## src/rtl/uart_dec_tx_sequencer.sv

```systemverilog
// uart_dec_tx_sequencer
// Turns a 0..9999 value into four ASCII decimal digits (most significant
// first), optionally followed by CR/LF, and feeds them one byte at a time
// into a byte-level UART TX core through its start/done handshake.
// The conversion uses repeated subtraction of 1000/100/10, one step per
// cycle, so no divider or multiplier is needed.
module uart_dec_tx_sequencer #(
    parameter bit          APPEND_CRLF = 1'b1,
    parameter int unsigned CLAMP_MAX   = 9999
) (
    input  logic        clk,
    input  logic        rst,
    input  logic [13:0] i_send_data,
    input  logic        i_start,
    input  logic        i_tx_busy,
    input  logic        i_tx_done,
    output logic        o_tx_start,
    output logic [7:0]  o_tx_data,
    output logic        o_busy,
    output logic        o_done
);

    typedef enum logic [2:0] {
        ST_IDLE      = 3'd0,
        ST_CONV      = 3'd1,
        ST_LOAD      = 3'd2,
        ST_WAIT_DONE = 3'd3,
        ST_FINISH    = 3'd4
    } state_t;

    localparam logic [13:0] CLAMP_VAL = 14'(CLAMP_MAX);
    localparam logic [2:0]  LAST_IDX  = APPEND_CRLF ? 3'd5 : 3'd3;

    // Decimal weight used by the conversion step at a given digit position.
    function automatic logic [13:0] weight_of(input logic [1:0] idx);
        logic [13:0] w;
        case (idx)
            2'd0:    w = 14'd1000;
            2'd1:    w = 14'd100;
            default: w = 14'd10;
        endcase
        return w;
    endfunction

    function automatic logic [7:0] ascii_digit(input logic [3:0] d);
        return 8'h30 + {4'h0, d};
    endfunction

    // Byte to send for a given position in the frame.
    function automatic logic [7:0] frame_byte(input logic [2:0] idx,
                                              input logic [3:0] th,
                                              input logic [3:0] hu,
                                              input logic [3:0] te,
                                              input logic [3:0] on);
        logic [7:0] b;
        case (idx)
            3'd0:    b = ascii_digit(th);
            3'd1:    b = ascii_digit(hu);
            3'd2:    b = ascii_digit(te);
            3'd3:    b = ascii_digit(on);
            3'd4:    b = 8'h0D;
            3'd5:    b = 8'h0A;
            default: b = 8'h00;
        endcase
        return b;
    endfunction

    state_t      state_r,  state_s;
    logic [13:0] rem_r,    rem_s;
    logic [3:0]  dig_th_r, dig_th_s;
    logic [3:0]  dig_hu_r, dig_hu_s;
    logic [3:0]  dig_te_r, dig_te_s;
    logic [3:0]  dig_on_r, dig_on_s;
    logic [1:0]  widx_r,   widx_s;
    logic [2:0]  bidx_r,   bidx_s;
    logic        tx_start_r, tx_start_s;
    logic [7:0]  tx_data_r,  tx_data_s;
    logic        busy_r,     busy_s;
    logic        done_r,     done_s;
    logic        start_q_r;
    logic        start_edge_s;
    logic [13:0] weight_s;

    assign start_edge_s = i_start & ~start_q_r;
    assign weight_s     = weight_of(widx_r);

    assign o_tx_start = tx_start_r;
    assign o_tx_data  = tx_data_r;
    assign o_busy     = busy_r;
    assign o_done     = done_r;

    // Next-state and next-output logic for the conversion/sequencing FSM.
    always_comb begin
        state_s    = state_r;
        rem_s      = rem_r;
        dig_th_s   = dig_th_r;
        dig_hu_s   = dig_hu_r;
        dig_te_s   = dig_te_r;
        dig_on_s   = dig_on_r;
        widx_s     = widx_r;
        bidx_s     = bidx_r;
        tx_start_s = 1'b0;
        tx_data_s  = tx_data_r;
        busy_s     = busy_r;
        done_s     = 1'b0;
        case (state_r)
            ST_IDLE: begin
                if (start_edge_s) begin
                    rem_s    = (i_send_data > CLAMP_VAL) ? CLAMP_VAL : i_send_data;
                    dig_th_s = 4'd0;
                    dig_hu_s = 4'd0;
                    dig_te_s = 4'd0;
                    dig_on_s = 4'd0;
                    widx_s   = 2'd0;
                    bidx_s   = 3'd0;
                    busy_s   = 1'b1;
                    state_s  = ST_CONV;
                end else begin
                    state_s  = ST_IDLE;
                end
            end
            ST_CONV: begin
                if (rem_r >= weight_s) begin
                    rem_s = rem_r - weight_s;
                    case (widx_r)
                        2'd0:    dig_th_s = dig_th_r + 4'd1;
                        2'd1:    dig_hu_s = dig_hu_r + 4'd1;
                        default: dig_te_s = dig_te_r + 4'd1;
                    endcase
                end else if (widx_r == 2'd2) begin
                    // what is left after the tens is the ones digit
                    dig_on_s = rem_r[3:0];
                    state_s  = ST_LOAD;
                end else begin
                    widx_s = widx_r + 2'd1;
                end
            end
            ST_LOAD: begin
                if (!i_tx_busy) begin
                    tx_data_s  = frame_byte(bidx_r, dig_th_r, dig_hu_r, dig_te_r, dig_on_r);
                    tx_start_s = 1'b1;
                    state_s    = ST_WAIT_DONE;
                end else begin
                    state_s    = ST_LOAD;
                end
            end
            ST_WAIT_DONE: begin
                // a done coincident with our own start pulse belongs to an older byte
                if (i_tx_done && !tx_start_r) begin
                    if (bidx_r == LAST_IDX) begin
                        done_s  = 1'b1;
                        state_s = ST_FINISH;
                    end else begin
                        bidx_s  = bidx_r + 3'd1;
                        state_s = ST_LOAD;
                    end
                end else begin
                    state_s = ST_WAIT_DONE;
                end
            end
            ST_FINISH: begin
                busy_s  = 1'b0;
                state_s = ST_IDLE;
            end
            default: begin
                busy_s  = 1'b0;
                state_s = ST_IDLE;
            end
        endcase
    end

    // State, datapath and output registers with synchronous reset.
    always_ff @(posedge clk) begin
        if (rst) begin
            state_r    <= ST_IDLE;
            rem_r      <= 14'd0;
            dig_th_r   <= 4'd0;
            dig_hu_r   <= 4'd0;
            dig_te_r   <= 4'd0;
            dig_on_r   <= 4'd0;
            widx_r     <= 2'd0;
            bidx_r     <= 3'd0;
            tx_start_r <= 1'b0;
            tx_data_r  <= 8'h00;
            busy_r     <= 1'b0;
            done_r     <= 1'b0;
            start_q_r  <= 1'b1;
        end else begin
            state_r    <= state_s;
            rem_r      <= rem_s;
            dig_th_r   <= dig_th_s;
            dig_hu_r   <= dig_hu_s;
            dig_te_r   <= dig_te_s;
            dig_on_r   <= dig_on_s;
            widx_r     <= widx_s;
            bidx_r     <= bidx_s;
            tx_start_r <= tx_start_s;
            tx_data_r  <= tx_data_s;
            busy_r     <= busy_s;
            done_r     <= done_s;
            start_q_r  <= i_start;
        end
    end

endmodule
```

## config.mk

```make
export PLATFORM = sky130hd
export DESIGN_NAME = uart_dec_tx_sequencer
export DESIGN_NICKNAME = d
export VERILOG_FILES = /design/src/rtl/uart_dec_tx_sequencer.sv
export SDC_FILE = /design/constraint.sdc
export NUM_CORES = 1
export LEC_CHECK = 0
export ABC_AREA = 1
export BUFFER_PORTS_ARGS = -buffer_cell sky130_fd_sc_hd__buf_2
export CORE_ASPECT_RATIO = 0.8
export CORE_MARGIN = 2
export CORE_UTILIZATION = 34
export CTS_CLUSTER_DIAMETER = 150
export DETAILED_ROUTE_END_ITERATION = 10
export HOLD_SLACK_MARGIN = 0.03
export PLACE_DENSITY = 0.64
export SLEW_MARGIN = 20
export SYNTH_ARGS = -nofsm -noshare
export SYNTH_HDL_FRONTEND = slang
export SYNTH_SLANG_ARGS = --single-unit
```

## constraint.sdc

```tcl
create_clock -name clk -period 2.1 [get_ports clk]
set_input_delay 0.42 -clock clk [delete_from_list [all_inputs] [get_ports clk]]
set_output_delay 0.42 -clock clk [all_outputs]
set_load 0.1 [all_outputs]
```

* Word-level counts from Yosys, hierarchy flattened
Index checks and enable logic that the tools add are counted.
** Cells by class
- Add/subtract/negate cells :: 10
- Order comparisons :: 2
- Equality and inequality tests :: 20
- Muxes and demuxes :: 38
- Bitwise gates (word level) :: 7
- Reductions and logical operators :: 21
** Operators with widths (count)
- 14-bit two-way mux :: 3
- 7-bit one-hot mux with 6 select lines :: 1
- 4-bit two-way mux :: 9
- 4-bit one-hot mux with 2 select lines :: 4
- 6-bit by 4-bit adder with 7-bit output (first input constant) :: 4
- 14-bit one-hot mux with 2 select lines :: 1
- 4-bit AND reduction :: 6
- 3-bit two-way mux :: 7
- 10-bit one-hot mux with 2 select lines :: 1
- 2-bit inequality test (second input constant) :: 8
- 14-bit greater-or-equal comparator :: 1
- 14-bit greater-than comparator (second input constant) :: 1
- 14-bit subtractor :: 1
- 4-bit by 1-bit adder with 4-bit output (second input constant) :: 3
- 3-bit by 2-bit == test with 1-bit output (second input constant) :: 4
- 3-bit one-hot mux with 4 select lines :: 1
- 3-bit by 1-bit == test with 1-bit output (second input constant) :: 2
- 3-bit == test (second input constant) :: 2
- 3-bit zero test :: 2
- 2-bit two-way mux :: 3
- 1-bit inverter :: 6
- 3-bit one-hot mux with 2 select lines :: 1
- 2-bit AND reduction :: 3
- 3-bit OR reduction :: 2
- other kinds (15) :: 22
** Storage, ports and cells
- Flip-flop bits (word level) :: 50
- Input bits :: 19
- Logic and storage cells :: 111

* Logic depth before layout (Yosys ltp)
Gate-level depths: netlist of run 1.
- Depth after elaboration :: 5
- Depth in mapped cells :: 17
- Mapped depth without buffers :: 17

* Least setup slack after synthesis of run 1
No wires, ideal clock.
- Path type :: register to register
- From :: reg widx_r[1]
- To :: reg rem_r[10]
- Setup time :: 0.116 ns
- Arrival time :: 2.140 ns
- Required time :: 1.984 ns
- Path slack :: -0.156 ns
- Stages on the path, launching flop included :: 17
- Buffers on the path :: 0
- Period minus slack after synthesis :: 2.256 ns
- Path through :: dfxtp_1 > inv_1 > ha_1 > inv_1 > ha_1 > nand2_1 > nor2_1 > nor2_1 > nand3_1 > nand2_1 > nor2_1 > nor2_4 > nand3_4 > nand2_4 > inv_2 > o21ai_0 > nor2_1
** On the way
- Longest elaborated chain between the ends :: 5
- Elaborated cells between the ends (all ways) :: 9
** Ends and longest elaborated chain
- from (decl) :: line 74 : logic [1:0] widx_r, widx_s;
- from (signal assigned) :: line 195 : widx_r <= widx_s;
- 2-bit by 1-bit == test with 1-bit output / 2-bit zero test (equally long branches) :: line 37 : case (idx)
- 10-bit one-hot mux with 2 select lines (*) :: line 37
- 14-bit subtractor / 14-bit greater-or-equal comparator (equally long branches) :: line 124, 123
- 14-bit two-way mux / 2-bit inequality test (equally long branches)
- 14-bit one-hot mux with 2 select lines / 3-bit AND reduction (equally long branches)
- to (signal assigned) :: line 190 : rem_r <= rem_s;
- to (decl) :: line 69 : logic [13:0] rem_r, rem_s;
Every way passes the cells marked *; elsewhere a longest branch is shown, timed or not. The select of a mux whose other input is x is not followed.
A chain may end at the register's enable or synchronous reset.

* Worst setup path after layout of run 1
- From :: reg widx_r[1]
- To :: reg rem_r[3]
Same word-level chain as after synthesis.

==> flow_metrics.py, run 1 <==
metrics = {
    "synth": {
        "netlist_area_um2": 3100,
        "synth_cell_types": 40,
        "yosys_warnings": 0,
        "synth_edf_count": 0,
        "synthArstFlopShare_pct": 0,
        "ys_ff_latch": 47,
        "synth-main-ff-cell": "dfxtp_1",
        "synthCells": 476,
        "yosysSeqAreaShare_pct": 30.4,
        "avgSynthCellArea_um2": 6.50,
    },
    "clock_tree": {
        "clkSlewWorstSetupHoldPaths_ns": 0.06,
        "h-tree-depth": 2,
        "cts-root-buf": "clkbuf_16",
        "holdBufCountCts": 0,
        "cts.sinks": 47,
        "cts_tree": "built",
        "clk-insertion-delay-late_ns": 0.28,
        "cts_buffer_depth": 2,
        "cts_made_buffers": 5,
    },
    "drt": {
        "drc": 0,
        "drt_pre_antenna_iters": 4,
        "ant_nets": 0,
        "vias": 3241,
        "first_iter_violations": 171,
        "post_drt_wl_per_cell_um": 13.6,
        "vias_per_cell": 4.90,
        "totalWireLength_mm": 8.97,
    },
    "setup_path": {
        "crit_required_ns": 2.26,
        "worst-path-stages": 17,
        "path_delay_family": "simple AND/OR/NAND/NOR gates",
        "r2r_cells": 17,
        "path_class": "reg -> reg",
        "end_kind": "register",
        "worst-path-buf-inv": 3,
        "max_stage_delay_ns": 0.33,
        "slowest_stage": "dfxtp_2",
        "critPathMostFrequentCell": "nor2_4",
        "critical_path.max_fanout": 6,
        "crit_arrival_ns": 2.35,
        "path_cells": "inv_4 -> ha_4 -> inv_4 -> ha_4 -> nand2_4 -> nor2_4 -> nor2_2 -> nand3_1 -> nand2_2 -> nor2_4 -> nor2_4 -> nand3_4 -> nand2_8 -> buf_6 -> nand2_2 -> o21ai_1 -> nor2_1",
        "crit_path_start_kind": "register",
    },
    "sta": {
        "max_freq_mhz": 457,
        "slew_headroom_pct": 65.8,
        "fin_crit_ns": 2.19,
        "tns_ns": -1.35,
        "slew_violations": 0,
        "period_share_pct": 104,
        "fin_ws_ns": -0.0867,
        "holdWs_ns": 0.365,
        "setup_viol": 27,
        "worst-slew-pin-transition_ns": 0.511,
        "skew_ns": 0.00284,
        "grt_setup_unrepaired": "yes",
        "finalHoldViolCount": 0,
    },
    "power": {
        "p_switching_mw": 2.42,
        "switching_share_pct": 45.4,
        "cell_internal_pwr_mw": 2.91,
        "leakagePower_nw": 1.91,
        "comb_power_share_pct": 57.4,
        "seq_power_share_pct": 25.6,
        "pwr-share-clk_pct": 17.0,
        "ir_worst_vdd_uv": 449,
        "p_per_area_nw_per_um2": 1260,
    },
    "floorplan": {
        "ioPinCount": 30,
        "chipWidth_um": 111,
        "rows": 31,
        "dieArea_um2": 9890,
        "fp.coreArea_um2": 8960,
        "start_util_pct": 34.5,
        "die_y_um": 89.3,
    },
    "place": {
        "hpwl_mm": 6.29,
        "place_congestion": 0.868,
        "portBuffers": 27,
        "place_ws_ns": -0.161,
        "numPlacedInstances": 643,
    },
    "worst_hold_path": {
        "hp-class": "in -> reg",
        "hold_depth": 3,
    },
    "run": {
        "maxCapViolations": 0,
    },
    "final_layout": {
        "nets": 584,
        "syn_to_final_growth_pct": 36.2,
        "diodes": 0,
        "fin_cells": 661,
        "fill_cells": 894,
        "drive_above_1_share_pct": 29.9,
    },
    "grt": {
        "track_usage_pct": 17.8,
        "overflow": 0,
        "grt_max_degree": 22,
        "grt_pass1_wl_mm": 14.2,
        "antenna_found_initial": 0,
        "grt_pass1_vias": 3001,
    },
    "status": {
        "violations": "setup timing",
        "status": "finished, violations left",
    },
}
==> repair_timing <==
item	CTS	global route
setup endpoints to repair	32	33
gates cloned	1	0
pin swaps	19	18
resized for setup	40	45
setup buffers	4	6
==> path summary, 6_finish.rpt <==
path         slack [ns]    startpoint      endpoint
min                0.37       i_start     start_q_r
max               -0.09     widx_r[1]      rem_r[3]
max reg2reg       -0.09     widx_r[1]      rem_r[3]
min reg2reg        0.47  o_tx_data[1]  o_tx_data[1]
==> per-stage QoR <==
step	total power, mW	area, µm²	utilization, %
floorplan	3.00	3150	-
global placement	3.73	3650	40.7
detailed placement	3.76	3650	40.7
CTS	4.95	4030	44.9
global route	5.71	4220	47.0
finish	5.33	4220	47.0
==> power groups by stage <==
stage / registers, mW / logic [mW] / clock network, mW
global placement: 1.36 / 2.37 / 0
floorplan: 1.40 / 1.60 / 0
finish: 1.36 / 3.06 / 0.905
detailed placement: 1.36 / 2.40 / 0
CTS: 1.36 / 2.68 / 0.915
global route: 1.39 / 3.36 / 0.953
==> kinds of logic (layout without fill, tap and decap cells) <==
kind of cell,Yosys count,count (layout),synth area share (%)
other,1,2,0.121
buffers and inverters,82,151,10.7
AOI/OAI and AO/OA,84,84,15.4
and+or+nand+nor,236,236,33.5
xor gates and xnor gates,7,7,1.98
DFF,47,47,30.4
adders and majority gates,19,19,7.92
==> worst min-delay path: cells and delay by family <==
family | cells | cell delay [ns]
and+or+nand+nor | 1 | 0.06
buffers and inverters | 2 | 0.14
==> per-layer routing <==
| metal | global-route usage, % | wire length, µm | vias up |
|---|---|---|---|
| met5 | 0 | 0 | - |
| met4 | 5.11 | 101 | 0 |
| met3 | 2.64 | 382 | 9 |
| li1 | - | - | 1667 |
| met1 | 24.1 | 4350 | 1507 |
| met2 | 30.1 | 4130 | 58 |
==> layout by cell type (no fill, tap or decap), types with 16 or more instances in the layout <==
cell / n
buf_2: 27
a21oi_1: 23
o21ai_0: 25
dfxtp_1: 45
nor2_1: 67
buf_4: 43
nand2_2: 16
nand2_1: 84
nand3_1: 25
inv_1: 61
==> layout make-up <==
| class | instances | area (µm²) | area share [%] |
|---|---|---|---|
| Clock buffer | 5 | 125 | 2.97 |
| Clock inverter | 2 | 37.5 | 0.890 |
| Inverter | 69 | 269 | 6.38 |
| Multi-Input combinational cell | 348 | 2150 | 51.1 |
| Sequential cell | 47 | 946 | 22.4 |
| Tap cell | 115 | 144 | 3.41 |
| Timing Repair Buffer | 75 | 539 | 12.8 |
==> cells in the mapped netlist (4+ instances only) <==
| cell type | instances | area (µm²) |
|---|---|---|
| o21ai_0 | 33 | 165 |
| dfxtp_1 | 47 | 941 |
| o21ai_1 | 6 | 30.0 |
| a21oi_1 | 29 | 145 |
| inv_1 | 66 | 248 |
| nand2_1 | 103 | 387 |
| nand2_2 | 4 | 25.0 |
| clkbuf_1 | 6 | 22.5 |
| nand3_1 | 29 | 145 |
| nor2_1 | 76 | 285 |
| ha_1 | 18 | 225 |
| nand4_1 | 8 | 50.1 |
| xor2_1 | 4 | 35.0 |
| nor3_1 | 5 | 25.0 |
==> state kept, by name, summed over array words and instances (netlist names) <==
name / cells
bidx_r: 3
dig_hu_r: 4
dig_on_r: 4
o_busy: 1
start_q_r: 1
o_tx_data: 5
widx_r: 2
state_r: 3
rem_r: 14
dig_te_r: 4
o_tx_start: 1
dig_th_r: 4
o_done: 1
Power figures use the tool's default switching activity.
==> inputs of run 2 (changes only) <==
- CORE_ASPECT_RATIO: 0.8 -> 0.6
==> run 2 against run 1 <==
  * The flow still finishes with violations (setup timing)
  * Power down 2.0%
  * Cell count up 0.15%
  * Clock power up 4.3%
  * Routed wire length up 3.7%
  * Maximum frequency up 0.84%
  * Utilization up 0.68 points
  * Sequential power about the same
  * Hold slack worse by 0.027 ns
  * Highest routed layer unchanged
==> flow_metrics.py, run 2 (synthesized netlist as in run 1, its figures left out) <==
metrics = {
    "setup_path": {
        "r2r_cells": 17,
        "r2r-end": "rem_r[12]",
        "critical_path.max_fanout": 8,
        "slowest_stage": "dfxtp_2",
        "crit_path_start_kind": "register",
        "path_delay_family": "simple AND/OR/NAND/NOR gates",
        "worst-path-buf-inv": 3,
        "max_stage_delay_ns": 0.34,
        "crit_arrival_ns": 2.36,
        "end_kind": "register",
        "crit_required_ns": 2.29,
        "critPathMostFrequentCell": "nand2_2",
        "path_cells": "inv_4 -> ha_4 -> inv_4 -> ha_4 -> nand2_4 -> nor2_2 -> nor2_2 -> nand3_1 -> nand2_2 -> nor2_4 -> nor2_4 -> nand3_4 -> nand2_4 -> buf_8 -> nand2_2 -> nand2_2 -> a21oi_2",
        "r2r_slack_ns": -0.07,
        "path_class": "reg -> reg",
        "r2r_start": "widx_r[1]",
    },
    "drt": {
        "vias_per_cell": 4.90,
        "wl_met2_mm": 3.56,
        "vias": 3242,
        "totalWireLength_mm": 9.30,
        "topRoutingLayerUsed": "met4",
        "drc": 0,
        "drt_pre_antenna_iters": 5,
        "first_iter_violations": 230,
        "met1_length_mm": 5.11,
        "ant_nets": 0,
        "met3_length_um": 568,
        "post_drt_wl_per_cell_um": 14.1,
    },
    "final_layout": {
        "syn_to_final_growth_pct": 33.9,
        "fin_area_um2": 4150,
        "finalCoreUtilization_pct": 47.7,
        "layout_common_cells": "nand2_1 (91), nor2_1 (69), inv_1 (60), buf_4 (46), dfxtp_1 (45)",
        "final_common_cell": "nand2_1",
        "largest_reg_flops": 14,
        "nets": 587,
        "fill_cells": 839,
        "multi_input_area_um2": 2070,
        "drive_above_1_share_pct": 28.4,
        "diodes": 0,
        "top_register": "rem_r",
        "register_area_um2": 946,
    },
    "power": {
        "p_per_area_nw_per_um2": 1260,
        "leakagePower_nw": 1.90,
        "ir_worst_vdd_uv": 525,
    },
    "run": {
        "maxCapViolations": 0,
    },
    "sta": {
        "grt_setup_unrepaired": "yes",
        "tns_ns": -0.977,
        "worst-slew-pin-transition_ns": 0.559,
        "fin_ws_ns": -0.0685,
        "skew_ns": 0.00250,
        "slew_violations": 0,
        "period_share_pct": 103,
        "setup_viol": 30,
        "finalHoldViolCount": 0,
        "fin_crit_ns": 2.17,
        "slew_headroom_pct": 62.6,
        "max_freq_mhz": 461,
    },
    "clock_tree": {
        "h-tree-depth": 2,
        "cts.sinks": 47,
        "cts_buffer_depth": 2,
        "cts-root-buf": "clkbuf_16",
        "cts_tree": "built",
        "clk-insertion-delay-late_ns": 0.29,
        "cts_made_buffers": 5,
        "clkSlewWorstSetupHoldPaths_ns": 0.06,
        "holdBufCountCts": 0,
    },
    "status": {
        "violations": "setup timing",
        "status": "finished, violations left",
    },
    "grt": {
        "grt_pass1_wl_mm": 15.2,
        "overflow": 0,
        "grt_pass1_vias": 2987,
        "grt_max_degree": 25,
        "track_usage_pct": 19.3,
        "antenna_found_initial": 0,
    },
    "worst_hold_path": {
        "hold_depth": 3,
        "hp-class": "in -> reg",
        "worstHoldStart": "i_start",
        "holdPathEnd": "start_q_r",
    },
    "floorplan": {
        "ioPinCount": 30,
        "chipWidth_um": 127,
        "start_util_pct": 35.6,
        "rows": 26,
        "fp.coreArea_um2": 8690,
        "dieArea_um2": 9910,
        "die_y_um": 77.9,
    },
    "place": {
        "hpwl_mm": 6.92,
        "portBuffers": 27,
        "place_area_um2": 3660,
        "place_ws_ns": -0.196,
        "place_congestion": 0.930,
    },
}
run 2: cell types whose count changed in the layout (fill, tap and decap cells not counted), moves of 2 or more:
cell     previous run  this run
nand3_2             4         0
o21ai_1             9        11
nand2_1            84        91
nor2_4              7         3
nor2_1             67        69
buf_4              43        46
nand2_4             7         2
nand3_4             3         5
nor2_2              5         7
nand3_1            25        27
run 2: tightest hold or removal path, delay by kind of cell:
kind	cells	cell delay [ns]
AND/OR/NAND/NOR	1	0.05
buffers and inverters	2	0.13
run 2: what timing repair did:
action / CTS / global route
cloned: 0 / 0
setup buffers: 7 / 3
resized for setup: 43 / 26
setup endpoints to repair: 32 / 32
pin swaps: 19 / 8
run 2: worst max path at each step:
stage                    from          end  slack, ns  cells after the start
finish              widx_r[1]    rem_r[12]      -0.07                     17
global route        widx_r[1]    widx_r[1]      -0.20                     15
CTS                 widx_r[1]    rem_r[12]      -0.01                     16
detailed placement  widx_r[0]  dig_hu_r[2]      -0.20                     14
global placement    widx_r[0]  dig_on_r[2]      -0.14                     12
floorplan           widx_r[1]     rem_r[8]       0.01                     17
run 2: power breakdown:
| group | switching (mW) | leakage [nW] | total (mW) | internal (mW) |
|---|---|---|---|---|
| clock | 0.351 | 0.0868 | 0.944 | 0.592 |
| sequential | 0.239 | 0.384 | 1.38 | 1.14 |
| combinational | 1.73 | 1.43 | 2.90 | 1.17 |
| total | 2.32 | 1.90 | 5.22 | 2.90 |
run 2: final cells by class:
cell class	instances	share of cell area, %
multi-input combinational	348	50.0
sequential	47	22.8
timing repair buffer	78	13.0
inverter	69	6.55
tap	112	3.38
clock buffer	6	3.35
clock inverter	2	0.845
run 2: metrics by stage:
stage,hold WS [ns],instances,power [mW]
global placement,0.456,644,3.81
CTS,0.340,659,5.04
finish,0.339,662,5.22
detailed placement,0.454,644,3.85
global route,0.351,662,5.61
floorplan,0.445,477,3.00
run 2: metal layers:
| layer | track usage, % | vias to the layer above |
|---|---|---|
| li1 | - | 1678 |
| met1 | 31.1 | 1456 |
| met2 | 26.3 | 99 |
| met3 | 3.38 | 9 |
| met4 | 3.63 | 0 |
| met5 | 0 | - |
